**config.mk**
```make
export PLATFORM = sky130hd
export DESIGN_NAME = i2c_line_conditioner
export DESIGN_NICKNAME = d
export VERILOG_FILES = /design/src/rtl/i2c_pkg.sv /design/src/rtl/i2c_line_filter.sv /design/src/rtl/i2c_line_conditioner.sv
export SDC_FILE = /design/constraint.sdc
export NUM_CORES = 1
export LEC_CHECK = 0
export ABC_AREA = 1
export CORE_AREA = 2 2 39 41
export CTS_CLUSTER_SIZE = 12
export DETAILED_ROUTE_END_ITERATION = 8
export DIE_AREA = 0 0 41 43
export HOLD_SLACK_MARGIN = 0.15
export PLACE_DENSITY_LB_ADDON = 0.25
export SETUP_SLACK_MARGIN = 0.3
export SYNTH_ARGS = -nofsm -noshare
export SYNTH_HDL_FRONTEND = slang
export SYNTH_SLANG_ARGS = --single-unit
```
**constraint.sdc**
```tcl
create_clock -name clk -period 1.2 [get_ports clk]
set_input_delay 0.3 -clock clk [delete_from_list [all_inputs] [get_ports clk]]
set_output_delay 0.3 -clock clk [all_outputs]
set_load 0.05 [all_outputs]
```
**src/rtl/i2c_pkg.sv**
```systemverilog
`default_nettype none
// +--------------------------------------------------------------------------+
// | i2c_pkg : idle bus level and default glitch-filter depth for I2C front end |
// | Revision: 1.0                                                            |
// +--------------------------------------------------------------------------+
package i2c_pkg;

  localparam logic        I2C_IDLE_LEVEL         = 1'b1;
  localparam int unsigned I2C_FILTER_LEN_DEFAULT = 3;

endpackage
`default_nettype wire

```
**src/rtl/i2c_line_filter.sv**
```systemverilog
`default_nettype none
// +--------------------------------------------------------------------------+
// | i2c_line_filter : 2-FF sync, optional glitch filter (I2C_GLITCH_FILTER_EN) |
// | Revision: 1.0                                                            |
// +--------------------------------------------------------------------------+
module i2c_line_filter
  import i2c_pkg::*;
#(
  parameter int unsigned FILTER_LEN = I2C_FILTER_LEN_DEFAULT
) (
  input  logic clk,
  input  logic rst_n,
  input  logic line_i,
  output logic filt_o,
  output logic dly_o
);

  logic sync1_q;
  logic sync2_q;
  logic filt;
  logic dly_q;

  always_ff @(posedge clk or negedge rst_n) begin
    if (!rst_n) begin
      sync1_q <= I2C_IDLE_LEVEL;
      sync2_q <= I2C_IDLE_LEVEL;
    end else begin
      sync1_q <= line_i;
      sync2_q <= sync1_q;
    end
  end

`ifdef I2C_GLITCH_FILTER_EN
  localparam int unsigned      CNT_W    = $clog2(FILTER_LEN + 1);
  localparam logic [CNT_W-1:0] CNT_LAST = CNT_W'(FILTER_LEN - 1);

  logic [CNT_W-1:0] cnt_q;
  logic [CNT_W-1:0] cnt_d;
  logic             filt_q;
  logic             filt_d;

  // The FILTER_LEN-th consecutive mismatch flips the output; the count never
  // reaches past that point because it clears together with the flip.
  always_comb begin
    cnt_d  = '0;
    filt_d = filt_q;
    if (sync2_q != filt_q) begin
      if (cnt_q == CNT_LAST) begin
        filt_d = sync2_q;
      end else begin
        cnt_d = cnt_q + 1'b1;
      end
    end
  end

  always_ff @(posedge clk or negedge rst_n) begin
    if (!rst_n) begin
      cnt_q  <= '0;
      filt_q <= I2C_IDLE_LEVEL;
    end else begin
      cnt_q  <= cnt_d;
      filt_q <= filt_d;
    end
  end

  assign filt = filt_q;
`else
  logic unused_filter_len;
  assign unused_filter_len = ^FILTER_LEN;
  assign filt              = sync2_q;
`endif

  always_ff @(posedge clk or negedge rst_n) begin
    if (!rst_n) begin
      dly_q <= I2C_IDLE_LEVEL;
    end else begin
      dly_q <= filt;
    end
  end

  assign filt_o = filt;
  assign dly_o  = dly_q;

endmodule
`default_nettype wire

```
**src/rtl/i2c_line_conditioner.sv**
```systemverilog
`default_nettype none
// +--------------------------------------------------------------------------+
// | i2c_line_conditioner : SDA/SCL conditioning, edge/START/STOP strobes, busy |
// | Revision: 1.0  (filter stage enabled by I2C_GLITCH_FILTER_EN)            |
// +--------------------------------------------------------------------------+
module i2c_line_conditioner
  import i2c_pkg::*;
#(
  parameter int unsigned FILTER_LEN = I2C_FILTER_LEN_DEFAULT
) (
  input  logic clk,
  input  logic rst_n,
  input  logic sda_i,
  input  logic scl_i,
  output logic sda_f,
  output logic scl_f,
  output logic scl_rise,
  output logic scl_fall,
  output logic start_det,
  output logic stop_det,
  output logic bus_busy
);

  logic sda_d;
  logic scl_d;
  logic busy_q;
  logic busy_d;

  i2c_line_filter #(
    .FILTER_LEN (FILTER_LEN)
  ) u_sda_filter (
    .clk    (clk),
    .rst_n  (rst_n),
    .line_i (sda_i),
    .filt_o (sda_f),
    .dly_o  (sda_d)
  );

  i2c_line_filter #(
    .FILTER_LEN (FILTER_LEN)
  ) u_scl_filter (
    .clk    (clk),
    .rst_n  (rst_n),
    .line_i (scl_i),
    .filt_o (scl_f),
    .dly_o  (scl_d)
  );

  // SDA edges only count as START/STOP while SCL was high in both cycles.
  assign scl_rise  =  scl_f & ~scl_d;
  assign scl_fall  = ~scl_f &  scl_d;
  assign start_det =  scl_f &  scl_d & ~sda_f &  sda_d;
  assign stop_det  =  scl_f &  scl_d &  sda_f & ~sda_d;

  always_comb begin
    busy_d = busy_q;
    if (start_det) begin
      busy_d = 1'b1;
    end else if (stop_det) begin
      busy_d = 1'b0;
    end
  end

  always_ff @(posedge clk or negedge rst_n) begin
    if (!rst_n) begin
      busy_q <= 1'b0;
    end else begin
      busy_q <= busy_d;
    end
  end

  assign bus_busy = busy_q;

endmodule
`default_nettype wire

```
==> impl.org, run 1 <==
** Run status
- Violations in the final reports :: setup timing
- The run finished, with violations left.

** Floorplan
- Core region area :: between 1000 and 1500 um^2
- Die area :: ~1800 um^2
- In this run the horizontal extent of the chip is slightly above 40 um.
- Effective utilization at floorplan :: ~17%
- I/O pin count :: 11
- In this run the vertical extent of the chip is ~43 um.
- Total number of placement rows :: 14

** Worst hold path
- Kind of path behind the tightest hold check :: in2async

** Clock network
- In this run the deepest clock path goes through 2 buffers.
- TritonCTS built the clock tree.
- Clock Sinks :: 7
- Clock-pin slew of the registers on the worst-case setup and hold paths :: approximately 0.050 ns
- Number of buffers added to fix hold violations after cts :: 0
- Root buffer cell :: clkbuf_4
- CTS built an H-tree with a depth of 1.
- Buffers inserted during clock tree synthesis total 3.
- The later pin in the worst-skew pair is clocked with a latency of approximately 0.25 ns.

** Logic synthesis
- Register bit total from synthesis :: 7
- Leading post-synthesis cells by cell area :: dfstp_2 (67%), dfrtp_1 (11%), inv_1 (7.9%)
- Flip-flop cell with the highest count after synthesis :: dfstp_2
- Top cells by count, synth :: dfstp_2 (6), inv_1 (5), nand2_1 (4)
- Synth Warn # :: 0
- Portion of synthesized cell area occupied by the leading cell type :: between 60% and 70%
- Of all cell types, the one taking the most synthesized area is dfstp_2.
- Syn Area/Cell :: 11.3 um^2
- Counting flops with an async set or reset pin after synthesis yields a share of between 90% and 100%.
- Number of synthesized flops with an enable pin :: 0
- Yosys mapped the design onto 7 distinct sky130hd cell types.
- Synthesis produced a netlist whose cell count is 21.
- When the netlist entered floorplanning its net count stood at 25.
- The mapped netlist covers 236 um^2.
- The share of the Yosys chip area taken by registers is 77.2%.
- Most instantiated library cell after synthesis :: dfstp_2

** Finish
- After filler insertion, the fill cell instance count of the layout stands at 139.
- Syn-to-layout area delta :: 138%
- Fraction of final layout cells sized beyond drive strength 1 :: 85.7%
- The net count of the finished layout is 47.
- 0 antenna diodes ended up in the layout.
- After routing the design area is about 560 um^2.
- For this run, the number of standard cells in the final layout without fillers is 58.

** Pwr
- For this design the static power due to leakage is 0.243 nW.
- Dividing total power by cell area gives a power density of ~1200 nW/um^2.
- Power, Total :: 0.668 mW
- Worst voltage drop across the vdd grid :: 627 uV

** Worst setup path
- The setup check on the worst reg-to-reg path leaves a slack of 0.10 ns.
- Startpoint of the lowest-slack register-to-register path :: u_sda_filter.filt_o
- The critical path is of the reg2out type.
- Worst flop-to-flop path endpoint :: bus_busy
- The worst setup path is launched from a register.
- On the worst path, the slowest cell contributes a delay of 0.54 ns.
- Critical path, cell by cell :: inv_2 -> nor2_2 -> nand2_2 -> clkinvlp_4 -> buf_12
- Together, buffers and inverters on the worst path number 3.
- Cell with the largest stage delay on the worst path :: dfstp_2
- The number of cells on the worst reg-to-reg path is 6.
- Critical Path AT :: roughly 1.2 ns
- Delay-heaviest family, CP :: flip-flops
- Crit. End Element :: output pin
- STA puts the critical path data required time at ~0.90 ns.
- Maximum fanout along the worst path :: 2

** Timing
- Final count of pins violating max slew :: 0
- Worst slew margin relative to its limit :: approximately four fifths
- Max frequency :: 653 MHz
- Final setup violation count :: 6
- Slew at the pin closest to its max-slew limit :: about 0.31 ns
- Setup TNS :: -1.64 ns
- Worst-case clock skew :: around 0.0026 ns
- RSZ-0062 raised after global routing :: true
- Setup slack on the critical path of the routed design comes to -0.331 ns.
- Final Hold Vio Count :: 0
- After layout, the worst path uses 128% of the clock period.
- Post-layout minimum cycle time :: ~1.5 ns

** Placed design
- Count of buffers from port buffering :: 10
- Post-DP Area :: about 480 um^2
- OpenSTA, run right after detailed placement, puts the worst setup slack at -0.0693 ns.
- In this run, placement finished with an instance count of 51.
- Routability-driven placement finished with a final weighted congestion of about 0.58.

** GRT
- Largest net degree at the start of global routing :: 8
- Global routing used 7.21% of the available tracks across all layers.
- The first global-routing pass estimated roughly 780 um of wire.
- Number of global-route vias before repair :: between 200 and 250
- The total overflow left after global routing is 0.
- The initial antenna violation count is 0.

** Run
- The tool flagged a number of max-cap violations equal to 0.

** Detailed routing
- For this run, the detailed router's first-pass iteration total came to 1.
- Detailed routing inserted a total of just over 200 vias.
- After detailed routing, the number of remaining DRC violations is 0.
- After the first detailed-routing iteration, the DRC count stood at 0.
- Final wirelength :: approximately 430 um
- The detail route stage leaves a number of antenna-violating nets equal to 0.
- Routed WL per cell :: 7.38 um
- Post-DR vias/cell :: 3.50
## worst max-delay path by stage
stage                endpoint  cells past startpoint  slack [ns]                start
global route        start_det                      5       -0.39  u_scl_filter.filt_o
global placement     stop_det                      5       -0.05  u_scl_filter.filt_o
CTS                  stop_det                      5       -0.35  u_sda_filter.filt_o
finish               stop_det                      5       -0.33  u_sda_filter.filt_o
floorplan            stop_det                      4       -0.26  u_scl_filter.filt_o
detailed placement   stop_det                      5       -0.07  u_sda_filter.filt_o
## worst register-to-register path: cells and delay by family (launching register included)
family | cells | cell delay (ns)
DFF | 1 | 0.54
buffers and inverters | 2 | 0.19
and+or+nand+nor | 4 | 0.27
## cell families after synthesis
group	synth area share, %
buf+inv	9.52
flops	77.2
simple gates	13.2
## through the flow
stage | hold slack, ns | utilization (%)
finish | 0.308 | 40.6
global route | 0.316 | 40.6
CTS | 0.302 | 39.2
detailed placement | 0.349 | 34.7
global placement | 0.347 | 34.7
floorplan | 0.00441 | -
## registers in the layout (all words and copies together), names as in the netlist
name / flops
u_sda_filter.filt_o: 1
bus_busy: 1
u_scl_filter.filt_o: 1
u_scl_filter.sync1_q: 1
u_sda_filter.dly_o: 1
u_scl_filter.dly_o: 1
u_sda_filter.sync1_q: 1
## report_power, final
part | leakage [nW] | switching [mW] | internal, mW
Combinational | 0.152 | 0.0913 | 0.0931
Clock | 0.0177 | 0.0849 | 0.121
Sequential | 0.0738 | 0.0146 | 0.263
Total | 0.243 | 0.191 | 0.478
## cell type report
class	instances	area [um^2]	share of cell area [%]
multi-input combinational	8	66.3	11.8
clock inverter	1	5.00	0.891
inverter	6	30.0	5.35
tap	16	20.0	3.56
sequential	7	184	32.7
clock buffer	3	22.5	4.01
timing repair buffer	17	234	41.6
## placed cells by master (no fill, tap or decap), types with 3 or more instances in the layout
master	n
inv_2	3
clkbuf_4	3
buf_4	4
buf_12	7
dfstp_2	6
buf_6	3
clkdlybuf4s50_1	3
## layer usage
layer | GRT usage [%] | share of wire (%) | vias to the layer above
met2 | 8.13 | 59 | 7
met3 | 4.71 | 7.7 | 0
met1 | 8.00 | 34 | 96
met5 | 0 | 0 | -
met4 | 8.00 | 0 | 0
li1 | - | - | 100
## what timing repair did
action                     CTS  global route
gates resized for setup      4             5
setup buffers                3             0
pin swaps                    1             2
setup endpoints to repair    8             8
Note: power is estimated with default switching activity, not from simulation.
==> run 2, diff against run 1 <==
Settings changed: SKIP_CTS_REPAIR_TIMING set to 1, TNS_END_PERCENT set to 20.
==> impl.org, run 2 (synthesis results as in run 1) <==
** Floorplan
- Die area :: 1760 um^2
- Die Span Y :: ~43 um
- For this configuration, the core starts out at a cell density of between 10% and 20%.
- I/O pin count :: 11
- From left edge to right edge, the die measures around 41 um.
- Row generation in the floorplan step produced 14 rows.
- Core region area :: about 1400 um^2

** Timing
- Between clock sinks in the finished design, the worst skew comes to 0.00191 ns.
- Final Hold Vio Count :: 0
- Worst slew margin relative to its limit :: between 80% and 90%
- Final count of pins violating max slew :: 0
- Based on the critical path, the design can be clocked at up to around 660 MHz.
- Across all setup checks in the final design, the least slack found is -0.319 ns.
- Final setup violation count :: 6
- At the pin with the least slew margin, the transition time is 0.295 ns.
- RSZ-0062 raised after global routing :: true
- The worst path uses 127% of the clock period.
- Subtracting the final worst setup slack from the clock period gives around 1.5 ns.

** Pwr
- Internal power comes to 0.468 mW.
- Switching portion of total power :: 28.5%
- For this design the static power due to leakage is approximately 0.23 nW.
- Power density of the placed cells :: roughly 1200 nW/um^2
- Across the VDD grid, the largest voltage drop is between 600 and 700 uV.
- Of the total power, combinational logic draws between 20% and 30%.
- After layout, the design draws a total of approximately 0.65 mW.
- Sequential group share of total power :: 42.2%
- Switching power summed over all nets :: ~0.19 mW
- Of the total power, the clock network draws a little under a third.

** Placed design
- Input and output buffers added on the ports amount to 10.
- Routability-driven placement finished with a final weighted congestion of 0.583.
- Count of placed standard cells including taps :: roughly 50

** Clock network
- TritonCTS built the clock tree.
- Max Root-Sink Buffers :: 2
- The tree built by TritonCTS fans out to 7 sinks.
- Number of H-tree levels :: 1
- The clock reaches the later pin of the worst-skew pair after ~0.24 ns.
- Clock tree synthesis selected as its root buffer the cell clkbuf_4.
- Number of clock buffers inserted by TritonCTS :: 3
- After clock tree synthesis, the clock-pin slew on the worst setup and hold paths is ~0.05 ns.

** Worst setup path
- Startpoint of the lowest-slack register-to-register path :: u_sda_filter.filt_o
- The critical path in this run is classified as reg2out.
- Among all stages on the critical path, the largest delay is contributed by dfstp_2.
- The worst setup path is launched from a register.
- The number of cells on the worst reg-to-reg path is 5.
- Worst Path Buf+Inv :: 3
- Critical Path AT :: between 1 and 1.5 ns
- Grouping stages by cell kind, the critical path spends the most delay in flip-flops.
- Worst path max stage delay :: between 0.5 and 0.6 ns
- Cell count along the critical path :: 5
- Traced cell by cell, the critical path runs through inv_2 -> nor2_2 -> nand2_2 -> clkinvlp_4 -> buf_12.
- Maximum fanout along the worst path :: 2
- In this run the critical register-to-register path is captured at bus_busy.
- Required @ worst endpoint :: roughly 0.90 ns
- For flop-to-flop paths, the worst setup slack is about 0.22 ns.
- Crit. End Element :: output pin

** Finish
- Of the cells placed in the final design, the portion with a size suffix greater than 1 is between 70% and 80%.
- The filler cells instantiated in the layout total 140.
- The number of antenna diodes in the final layout is 0.
- Cells fill approximately 38% of the core in the end.
- Most common cell after layout, fill and taps aside :: buf_12
- In the final design database the tool counted 44 nets.
- From synthesis to final layout, the design area changed by 122%.
- Commonest cells after routing, fill and taps aside :: buf_12 (7), dfstp_2 (6), clkbuf_4 (3), clkdlybuf4s50_1 (3), buf_4 (3)
- Final Instance Count excl. Fillers :: 55

** GRT
- Global routing used 6.90% of the available tracks across all layers.
- The number of global-route vias before repair was between 200 and 250.
- The initial antenna violation count came to 0.
- Entering global routing, the biggest net connects 8 pins.
- The first global-routing pass estimated 759 um of wire.
- The total overflow left after global routing is 0.

** Detailed routing
- Routed WL per cell :: between 7 and 8 um
- Final wirelength :: 405 um
- For this block, the via count after detailed routing is roughly 190.
- Iteration count of the initial detailed-routing pass :: 2
- Iteration-0 DRC count of the detailed router :: 1
- Detail Route Antenna Nets :: 0
- After detailed routing, the number of remaining DRC violations is 0.
- Dividing the detail-routed via count by the number of cells gives between 3 and 4.

** Run status
- Violations in the final reports :: setup timing
- The flow ran to the end, but the final reports show violations.

** Run
- Max-cap violations in this run came to 0.

** Worst hold path
- Kind of path behind the tightest hold check :: in2async
-- run 2: power groups by stage --
stage          sequential [mW]  combinational, mW  clock (mW)
2_1_floorplan            0.312             0.0367           0
3_3_place_gp             0.277              0.168           0
3_5_place_dp             0.278              0.170           0
4_1_cts                  0.275              0.170       0.216
5_1_grt                  0.280              0.182       0.231
6_report                 0.276              0.173       0.205
-- run 2: cell type report --
cell class | instances | area, um^2 | share of cell area, %
repair buffers | 14 | 204 | 38.8
flip-flops and latches | 7 | 183 | 34.8
multi-input cells | 8 | 61.3 | 11.7
inverters | 6 | 30.0 | 5.71
clock buffers | 3 | 22.5 | 4.29
well taps | 16 | 20.0 | 3.81
clock inverters | 1 | 5.00 | 0.952
-- run 2: worst max path at each step --
| stage | from | slack [ns] | to |
|---|---|---|---|
| global route | u_sda_filter.filt_o | -0.40 | stop_det |
| detailed placement | u_sda_filter.filt_o | -0.06 | stop_det |
| global placement | u_scl_filter.filt_o | -0.05 | stop_det |
| finish | u_sda_filter.filt_o | -0.32 | stop_det |
| CTS | u_sda_filter.filt_o | -0.34 | stop_det |
| floorplan | u_scl_filter.filt_o | -0.26 | stop_det |
-- run 2: through the flow --
stage	setup slack [ns]	cell area [um^2]	setup TNS (ns)	hold WS, ns
final	-0.319	526	-1.49	0.305
after global routing	-0.398	526	-1.88	0.323
after CTS	-0.343	507	-1.60	0.310
after detailed placement	-0.0645	479	-0.143	0.349
after global placement	-0.0485	479	-0.108	0.347
after floorplan	-0.260	259	-0.808	0.00441
-- run 2: layer usage --
metal	wire length (um)	GRT usage [%]	part of all wire (%)	up-vias
li1	-	-	-	97
met1	127	7.33	31	90
met4	0	6.00	0	0
met5	0	0	0	-
met3	33	4.71	8.1	0
met2	244	8.75	60	7
-- run 2: worst reg2reg max path, cell delays in order, from the launching register on --
cell	delay, ns
dfstp_2	0.55
inv_2	0.06
nor2_2	0.08
nand2_2	0.07
nand2_1	0.06
nand2_1	0.05
